<file path="src/rtl/pipe_hazard_ctrl.sv">
// ID-stage hazard controller: operand forwarding selects, load-use stall,
// and sequencing of a multi-cycle multiply that is held in ID until done.
module pipe_hazard_ctrl #(
    parameter int MUL_CYCLES = 4,
    parameter int CW         = 4
) (
    input  logic       clock,
    input  logic       resetn,
    input  logic [4:0] rs,
    input  logic [4:0] rt,
    input  logic       usea,
    input  logic       useb,
    input  logic       dmul,
    input  logic       ewreg,
    input  logic       em2reg,
    input  logic [4:0] ern,
    input  logic       mwreg,
    input  logic       mm2reg,
    input  logic [4:0] mrn,
    output logic [1:0] fwda,
    output logic [1:0] fwdb,
    output logic       wpcir,
    output logic       dbubble,
    output logic       mstart,
    output logic       busy
);

    typedef enum logic {
        IDLE = 1'b0,
        MULW = 1'b1
    } state_t;

    localparam logic [CW-1:0] CNT_LOAD = CW'(MUL_CYCLES - 1);
    localparam logic [CW-1:0] CNT_ONE  = {{(CW-1){1'b0}}, 1'b1};
    localparam logic [CW-1:0] CNT_ZERO = {CW{1'b0}};

    state_t        state_q, state_d;
    logic [CW-1:0] cnt_q, cnt_d;
    logic          done_q, done_d;
    logic          lu_s;

    // Priority: EX ALU result, then MEM ALU result, then MEM load data.
    function automatic logic [1:0] fwd_sel(
        input logic [4:0] src,
        input logic       ew, input logic em, input logic [4:0] en,
        input logic       mw, input logic mm, input logic [4:0] mn
    );
        logic [1:0] sel;
        if (ew && !em && (en != 5'd0) && (en == src)) begin
            sel = 2'b01;
        end else if (mw && !mm && (mn != 5'd0) && (mn == src)) begin
            sel = 2'b10;
        end else if (mw && mm && (mn != 5'd0) && (mn == src)) begin
            sel = 2'b11;
        end else begin
            sel = 2'b00;
        end
        return sel;
    endfunction

    // Forwarding, stall/bubble control and multiply sequencer next state.
    always_comb begin
        lu_s    = ewreg && em2reg && (ern != 5'd0) &&
                  ((usea && (ern == rs)) || (useb && (ern == rt)));
        fwda    = fwd_sel(rs, ewreg, em2reg, ern, mwreg, mm2reg, mrn);
        fwdb    = fwd_sel(rt, ewreg, em2reg, ern, mwreg, mm2reg, mrn);
        state_d = state_q;
        cnt_d   = cnt_q;
        done_d  = done_q;
        wpcir   = 1'b1;
        dbubble = 1'b0;
        mstart  = 1'b0;
        busy    = 1'b0;
        if (resetn) begin
            fwda    = 2'b00;
            fwdb    = 2'b00;
            dbubble = 1'b1;
            state_d = IDLE;
            cnt_d   = CNT_ZERO;
            done_d  = 1'b0;
        end else begin
            case (state_q)
                IDLE: begin
                    cnt_d = CNT_ZERO;
                    if (lu_s) begin
                        wpcir   = 1'b0;
                        dbubble = 1'b1;
                    end else if (dmul && !done_q) begin
                        mstart  = 1'b1;
                        wpcir   = 1'b0;
                        dbubble = 1'b1;
                        state_d = MULW;
                        cnt_d   = CNT_LOAD;
                    end else begin
                        // The finished multiply (if any) advances this cycle.
                        done_d = 1'b0;
                    end
                end
                MULW: begin
                    busy    = 1'b1;
                    wpcir   = 1'b0;
                    dbubble = 1'b1;
                    if (cnt_q > CNT_ONE) begin
                        cnt_d = cnt_q - CNT_ONE;
                    end else begin
                        cnt_d   = CNT_ZERO;
                        state_d = IDLE;
                        done_d  = 1'b1;
                    end
                end
                default: begin
                    state_d = IDLE;
                    cnt_d   = CNT_ZERO;
                    done_d  = 1'b0;
                end
            endcase
        end
    end

    // Sequencer state registers.
    always_ff @(posedge clock) begin
        state_q <= state_d;
        cnt_q   <= cnt_d;
        done_q  <= done_d;
    end

endmodule

</file>
<file path="config.mk">
export PLATFORM = sky130hd
export DESIGN_NAME = pipe_hazard_ctrl
export DESIGN_NICKNAME = d
export VERILOG_FILES = /design/src/rtl/pipe_hazard_ctrl.sv
export SDC_FILE = /design/constraint.sdc
export NUM_CORES = 1
export LEC_CHECK = 0
export BUFFER_PORTS_ARGS = -buffer_cell sky130_fd_sc_hd__buf_2
export CAP_MARGIN = 20
export CORE_MARGIN = 2
export CORE_UTILIZATION = 25
export DETAILED_ROUTE_END_ITERATION = 8
export GPL_ROUTABILITY_DRIVEN = 0
export PLACE_DENSITY = 0.61
export SLEW_MARGIN = 15
export SYNTH_ARGS = -nofsm -noshare
export SYNTH_HDL_FRONTEND = slang
export SYNTH_SLANG_ARGS = --single-unit
</file>
<file path="constraint.sdc">
create_clock -name clock -period 1.2 [get_ports clock]
set_input_delay 0.06 -clock clock [delete_from_list [all_inputs] [get_ports clock]]
set_output_delay 0.06 -clock clock [all_outputs]
set_load 0.02 [all_outputs]
</file>
After elaboration in Yosys (flattened, before gate mapping)

Cells that the tools add are included.

Register bits: 6
Bits of input ports: 29
Output and inout port bits: 8
Word-level logic and storage cells: 69

Add/sub/neg operators: 1
Magnitude comparators: 1
Eq/ne operators: 7
Muxes and demuxes: 31
Bitwise logic cells: 1
Reductions and logical operators: 25

Operators with widths:

| kind                  | count |
|---|---|
| $eq A5 B5 Y1          | 4 |
| $mux W2               | 10 |
| $logic_and A1 B1 Y1   | 18 |
| $mux W1               | 15 |
| $reduce_bool A5 Y1    | 2 |
| $pmux W1 S2           | 4 |
| $pmux W4 S2           | 1 |
| $ne A2 B2 Y1 const B  | 3 |
| $gt A4 B1 Y1 const B  | 1 |
| $mux W4               | 1 |
| $sub A4 B1 Y4 const B | 1 |
| $logic_not A1 Y1      | 3 |
| $reduce_and A3 Y1     | 1 |
| $logic_or A1 B1 Y1    | 1 |
| $not A1 Y1            | 1 |

Longest topological paths before layout

Gate-level depths: netlist of run 1.

Depth after elaboration: 7
Mapped depth: 7
Depth with buffers taken out: 7

Least setup slack after synthesis of run 1

No wires, ideal clock.

Path type: input port to output port
Start: in ern[1]
End: out fwdb[1]
Arrival time: 1,564 ps
Required time: 1,140 ps
Setup slack: -424 ps
Stages: 4
Buffers on the path: 0
Path through: or4_4 > o21ai_4 > nor3_1 > nor4_1

Word-level cells in the longest chain between the ends: 5
Elaborated cells on any way between the ends: 6
Classes of those cells: eq/ne (1); mux (2); reduce/logical (3)

Ends and longest elaborated chain:

| element               | line | RTL |
|---|---|---|
| start, declared       | 16   | `input logic [4:0] ern,` |
| $reduce_bool A5 Y1    | 49   | `if (ew && !em && (en != 5'd0) && (en == src)) begin` |
| $logic_and A1 B1 Y1   | 49   |  |
| $logic_and A1 B1 Y1 * | 49   |  |
| $mux W2 *             | 49   |  |
| $mux W2 *             | 74   | `if (resetn) begin` |
| end, declared         | 21   | `output logic [1:0] fwdb,` |

Mark *: on every way between the ends. The rest lies on a longest branch, timed or not.

Worst setup path after layout of run 1

Start: in ern[1]
End: out dbubble

Word-level cells in the longest chain between the ends: 7
Elaborated cells on any way between the ends: 11
Classes of those cells: eq/ne (2); mux (3); reduce/logical (6)

Ends and longest elaborated chain:

| element               | line | RTL |
|---|---|---|
| $eq A5 B5 Y1          | 64   | `((usea && (ern == rs)) \|\| (useb && (ern == rt)));` |
| $logic_and A1 B1 Y1   | 64   |  |
| $logic_or A1 B1 Y1    | 64   |  |
| $logic_and A1 B1 Y1 * | 63   | `lu_s = ewreg && em2reg && (ern != 5'd0) &&` |
| $mux W1 *             | 85   | `if (lu_s) begin` |
| $pmux W1 S2 *         | 82   | `case (state_q)` |
| $mux W1 *             | 74   |  |
| end, declared         | 23   | `output logic dbubble,` |

Marked as above.

==> flow_summary_export.csv, run 1 <==
group,metric,value,unit
run_status,status,"complete, but fails checks",
run_status,failed_checks,"setup timing",
synthesis,synth-compound-area-share,0.1891,
setup_path,crit_required,1.14,ns
synthesis,ys_seq_area_frac,0.1871,
hold_path,holdCritPathClass,"in -> reg",
clocking,clk_latency,0.24,ns
sta,max_freq,619.1,MHz
clocking,cts_buffer_depth,2,
synthesis,synth_nets,110,
route,routed_via_density,4.597,
synthesis,avgSynthCellArea,8.125,µm²
power_and_ir_drop,power.density,652.5,mW/mm²
sta,setup_viol,11,
global_route,grt_overflow,0,
route,drt-initial-drc-count,4,
clocking,cts_max_level,1,
setup_path,worstPathArrival,1.56,ns
global_route,grt_max_degree,8,
floorplan,die-height,54.67,µm
global_route,track_usage,0.1538,
synthesis,post_synth_num_cell_types,27,
route,routed_wirelength,2145,µm
route,drc,0,
setup_path,critPathMaxFanout,2,
floorplan,rows,18,
synthesis,synth_cells,79,
layout,antenna_cells,0,
sta,finalHoldViolCount,0,
setup_path,cp-startpoint,"ern[1]",
layout,post-route-util,0.5133,
layout,fin_nets,179,
clocking,cts_made_buffers,3,
floorplan,die_area,0.002989,mm²
clocking,cts_root_buf,"clkbuf_4",
power_and_ir_drop,peakVddDrop,0.0005777,V
setup_path,timing.rr.start,"cnt_q[0]",
route,dr_total_vias,809,
setup_path,crit_type,"in -> out",
setup_path,cp-endpoint,"dbubble",
synthesis,synth_area,641.9,µm²
setup_path,ff2ff_setup_slack,0.03,ns
sta,setup_tns,-3.112,ns
run,maxCapViolCount,0,
synthesis,synth_seq_cells,6,
floorplan,fp.coreArea,0.002455,mm²
layout,drive_gt1_frac,0.5959,
clocking,cts_tree,"done",
hold_path,min_from,"resetn",
clocking,cts_sinks,6,
sta,slew_headroom,0.7514,
placement,io_buffers,36,
setup_path,r2r-end,"done_q",
sta,setup_ws,-0.4152,ns
synthesis,synth_top_family_by_area,"simple AND/OR/NAND/NOR gates",
floorplan,ios,37,
setup_path,startpoint_type,"input port",
setup_path,cpMaxStageDelayCell,"or4_4",
synthesis,synth_fa_ha_area_frac,0.03899,
power_and_ir_drop,leakage,0.5801,nW
route,drtPass1Iterations,4,
synthesis,synth_simple_gate_area_frac,0.2768,
route,postRouteAntennaNets,0,
setup_path,cpMostUsedCell,"or4_4",
floorplan,die_x,54.67,µm
setup_path,crit_chain,"buf_8 > or4_4 > o21ai_4 > a211oi_4 > or4_4 > buf_6",
sta,worstMarginPinSlew,0.3700,ns
sta,fin_crit,1.615,ns
setup_path,worst_path_largest_cell_delay,0.54,ns
floorplan,initial_core_util,0.2615,
sta,min_period_over_period,1.346,
global_route,grt_pass1_wl,3346,µm
synthesis,synth_xor_area_frac,0.2729,
route,avgRoutedWirePerCell,12.19,µm
global_route,grt_pass1_vias,848,
synthesis,synth_mux_area_frac,0,
setup_path,reg2reg_depth,7,
layout,area_growth,96.30,%
sta,report.final.slew_viol_count,0,
sta,skew,0.001628,ns
clocking,path_clk_slew,0.04,ns
clocking,ctsHoldBuffers,0,
global_route,grt_antenna_before_repair,0,
setup_path,end_kind,"primary output",
placement,place_hpwl,1755,µm
sta,rsz0062_at_grt,"yes",
synthesis,ys_warn_count,0,
==> cell usage in the layout (no fill, tap or decap), drive strengths merged <==
cell type   n
a211oi      1
a21oi       1
a221oi      1
buf        64
clkbuf      3
dfxtp       6
ha          2
inv         6
nand2       3
nand2b      2
nand3       4
nor2        8
nor2b       2
nor3        6
nor4        3
o2111a      1
o211ai      1
o21a        3
o21ai       3
o22ai       2
o31ai       1
or4         3
xnor2       9
xor2       11
==> critical path, delay by kind of cell <==
family	cells	cell delay [ns]
AOI/OAI and AO/OA	2	0.23
buffers and inverters	2	0.24
and+or+nand+nor	2	1.02
==> where the power goes <==
group	internal, mW	switching [mW]
sequential	0.215	0.0103
combinational	0.225	0.191
clock	0.113	0.0680
total	0.553	0.269
==> synthesized netlist by cell type <==
master,number,area (µm²)
or4_1,2,15.01
nand2_1,3,11.26
nand3_1,2,10.01
ha_1,2,25.02
nor4_2,1,12.51
inv_1,6,22.52
dfxtp_1,6,120.1
o31ai_1,1,7.510
o21ai_4,1,16.27
nand3_2,2,20.02
xnor2_1,9,78.83
o211ai_1,1,7.510
o2111a_1,1,11.26
o22ai_1,2,12.51
o21ai_0,1,5.000
nor3_1,6,30.03
nor4_1,2,12.51
a21oi_1,1,5.000
o21ai_1,1,5.000
a211oi_4,1,20.02
xor2_1,11,96.34
nand2b_1,2,12.51
or4_4,1,11.26
nor2_1,8,30.03
a221oi_1,1,8.760
nor2b_1,2,12.51
o21a_1,3,22.52
==> worst min path at each step <==
stage	to	slack, ns	depth (start not counted)
floorplan	fwda[1]	0.17	1
global placement	done_q	0.43	3
detailed placement	done_q	0.45	3
CTS	done_q	0.19	3
global route	done_q	0.25	3
finish	done_q	0.21	3
==> flip-flops by register name, indices dropped and copies added (netlist names) <==
name,flops
state_q,1
done_q,1
cnt_q,4
==> repair_timing <==
item | in CTS | in global routing
pin swaps | 4 | 3
setup buffers | 3 | 1
gates resized for setup | 20 | 9
setup endpoints to repair | 13 | 14
==> cell type report <==
cell class	instances	area (µm²)
Inverter	6	22.52
Tap cell	30	37.54
Sequential cell	6	121.4
Fill cell	243	1195
Timing Repair Buffer	64	455.4
Clock buffer	3	22.52
Multi-Input combinational cell	67	600.6
==> routing by layer <==
layer / GRT usage / up-vias / part of all wire
met2: 0.3056 / 29 / 0.52
met3: 0.01093 / 2 / 0.079
met4: 0.05000 / 0 / 0.0070
li1: - / 413 / -
met1: 0.1672 / 365 / 0.40
met5: 0 / - / 0
==> metrics by stage <==
step | setup WS [ns] | std cells | area, µm² | power [mW] | hold slack (ns)
after floorplan | -0.2210 | 79 | 663.1 | 0.3904 | 0.1723
after global placement | -0.4558 | 170 | 1081 | 0.5658 | 0.4274
after detailed placement | -0.4533 | 170 | 1081 | 0.5743 | 0.4460
after CTS | -0.4227 | 176 | 1226 | 0.8113 | 0.1946
after global routing | -0.4565 | 176 | 1260 | 0.8755 | 0.2504
final | -0.4152 | 176 | 1260 | 0.8221 | 0.2085
==> cells by family (layout without fill, tap and decap cells) <==
logic type	after synthesis	in the layout
AO/OA/AOI/OAI	14	14
XOR/XNOR	20	20
adder cells (fa/ha/maj)	2	2
buffers and inverters	6	73
flip-flops	6	6
AND/OR/NAND/NOR	31	31
No activity file was read; power rests on OpenSTA's default activity.
==> run 2, diff against run 1 <==
Settings changed: PLACE_DENSITY 0.61 to default, PLACE_DENSITY_LB_ADDON from default to 0.2.
==> run 2 against run 1 <==
The run still ends with setup timing left; worst hold slack got worse by 0.022 ns; die area is the same; clock-buffer cell count did not move; non-clock buffer count decreased by 1; total power grew 0.50%; highest routed layer unchanged; critical endpoint unchanged; design area is 1.7% higher; critical path depth is the same; wire length fell by 4.1%.
==> flow_summary_export.csv, run 2 (synthesis results as in run 1) <==
group,metric,value,unit
setup_path,cp-endpoint,"dbubble",
placement,place_area,0.001061,mm²
floorplan,initial_core_util,0.2615,
sta,worstMarginPinSlew,0.2775,ns
sta,max_freq,613.1,MHz
power_and_ir_drop,power.density,644.8,mW/mm²
clocking,path_clk_slew,0.04,ns
setup_path,timing.rr.start,"cnt_q[0]",
layout,regArea,121.4,µm²
layout,biggestRegsByFlops,"cnt_q: 4 flops, done_q: 1 flops, state_q: 1 flops",
global_route,grt_pass1_vias,825,
sta,slew_headroom,0.8136,
power_and_ir_drop,peakVddDrop,0.0006335,V
setup_path,cp_num_cells,6,
setup_path,r2r-end,"done_q",
clocking,cts_buffer_depth,2,
global_route,grt_pass1_wl,3153,µm
layout,fin_area,0.001281,mm²
sta,rsz0062_at_grt,"yes",
global_route,grt_antenna_before_repair,0,
floorplan,ios,37,
power_and_ir_drop,total_power,826.2,µW
sta,fin_crit,1.631,ns
setup_path,crit_chain,"buf_8 > or4_4 > o21ai_4 > a211oi_4 > or4_4 > buf_2",
setup_path,ff2ff_setup_slack,0.04,ns
layout,n_fill_cell,238,
sta,skew,0.002812,ns
setup_path,cpMostUsedCell,"or4_4",
placement,io_buffers,36,
setup_path,end_kind,"primary output",
route,dr_total_vias,780,
placement,dp_slack,-0.4643,ns
power_and_ir_drop,leakage,0.5731,nW
layout,layout_commonest_cell,"buf_4",
sta,report.final.slew_viol_count,0,
route,drc,0,
placement,dp_cells,169,
layout,mostFrequentLayoutCells,"buf_4, buf_2, xor2_1, xnor2_1",
run,maxCapViolCount,0,
layout,area_growth,99.61,%
setup_path,cp-startpoint,"ern[1]",
clocking,cts_tree,"done",
setup_path,critPathMaxFanout,3,
route,avgRoutedWirePerCell,11.75,µm
hold_path,holdCritPathClass,"in -> reg",
sta,setup_viol,11,
route,postRouteAntennaNets,0,
route,routed_wirelength,2056,µm
floorplan,die_x,54.67,µm
global_route,grt_max_degree,8,
setup_path,cp_top_family,"simple AND/OR/NAND/NOR gates",
global_route,track_usage,0.1439,
placement,place_hpwl,1609,µm
floorplan,die_area,0.002989,mm²
run_status,status,"complete, but fails checks",
layout,final_cell_count_no_fill,175,
floorplan,rows,18,
layout,post-route-util,0.5219,
floorplan,fp.coreArea,0.002455,mm²
setup_path,reg2reg_depth,7,
layout,fin_nets,178,
clocking,cts_root_buf,"clkbuf_4",
sta,finalHoldViolCount,0,
setup_path,crit_type,"in -> out",
setup_path,worst_path_largest_cell_delay,0.53,ns
route,drtPass1Iterations,3,
clocking,cts_sinks,6,
sta,min_period_over_period,1.359,
global_route,grt_overflow,0,
layout,drive_gt1_frac,0.6207,
layout,antenna_cells,0,
layout,regMostFlops,"cnt_q",
clocking,cts_made_buffers,3,
floorplan,die-height,54.67,µm
clocking,ctsHoldBuffers,0,
route,drt-initial-drc-count,9,
route,routed_via_density,4.457,
clocking,cts_max_level,1,
sta,setup_ws,-0.4311,ns
run_status,failed_checks,"setup timing",
setup_path,startpoint_type,"input port",
setup_path,crit_required,1.14,ns
clocking,clk_latency,0.24,ns
layout,multi_input_area,619.3,µm²
setup_path,worstPathArrival,1.57,ns
setup_path,crit_buf_inv,2,
setup_path,cpMaxStageDelayCell,"or4_4",
layout,largest_reg_flops,4,
run 2: area by class of cell:
cell class | count | area share
Multi-Input combinational cell | 67 | 0.4834
Timing Repair Buffer | 63 | 0.3574
Sequential cell | 6 | 0.09473
Tap cell | 30 | 0.02930
Clock buffer | 3 | 0.01758
Inverter | 6 | 0.01758
run 2: what timing repair did:
action                     4_1_cts  5_1_grt
setup endpoints to repair       11       13
gates resized for setup         29       13
pin swaps                        8        2
cloned                           0        0
setup buffers                    4        0
run 2: worst min-delay path by stage:
stage	startpoint	endpoint	cells past startpoint
2_1_floorplan	resetn	fwda[1]	1
3_3_place_gp	resetn	done_q	3
3_5_place_dp	resetn	done_q	3
4_1_cts	resetn	done_q	3
5_1_grt	resetn	done_q	3
6_report	resetn	done_q	3
run 2: report_power, final:
group / switching (mW) / internal [mW]
Combinational: 0.192 / 0.228
Sequential: 0.00861 / 0.215
Clock: 0.0692 / 0.113
run 2: worst min-delay path, delay by kind of cell:
| family | cells | cell delay (ns) |
|---|---|---|
| compound gates | 1 | 0.09 |
| buf+inv | 1 | 0.16 |
| simple gates | 1 | 0.06 |
run 2: per-stage QoR:
step	hold slack [ns]	setup TNS [ns]
2_1_floorplan	0.1723	-0.9471
3_3_place_gp	0.4353	-4.058
3_5_place_dp	0.4343	-4.204
4_1_cts	0.1756	-2.990
5_1_grt	0.2221	-3.419
6_report	0.1867	-2.670
run 2: routing by layer:
metal / track usage / up-vias / routed length (µm)
met5: 0 / - / 0
li1: - / 407 / -
met2: 0.2738 / 25 / 1039
met3: 0.008197 / 4 / 109
met1: 0.1614 / 344 / 852
met4: 0.06250 / 0 / 55
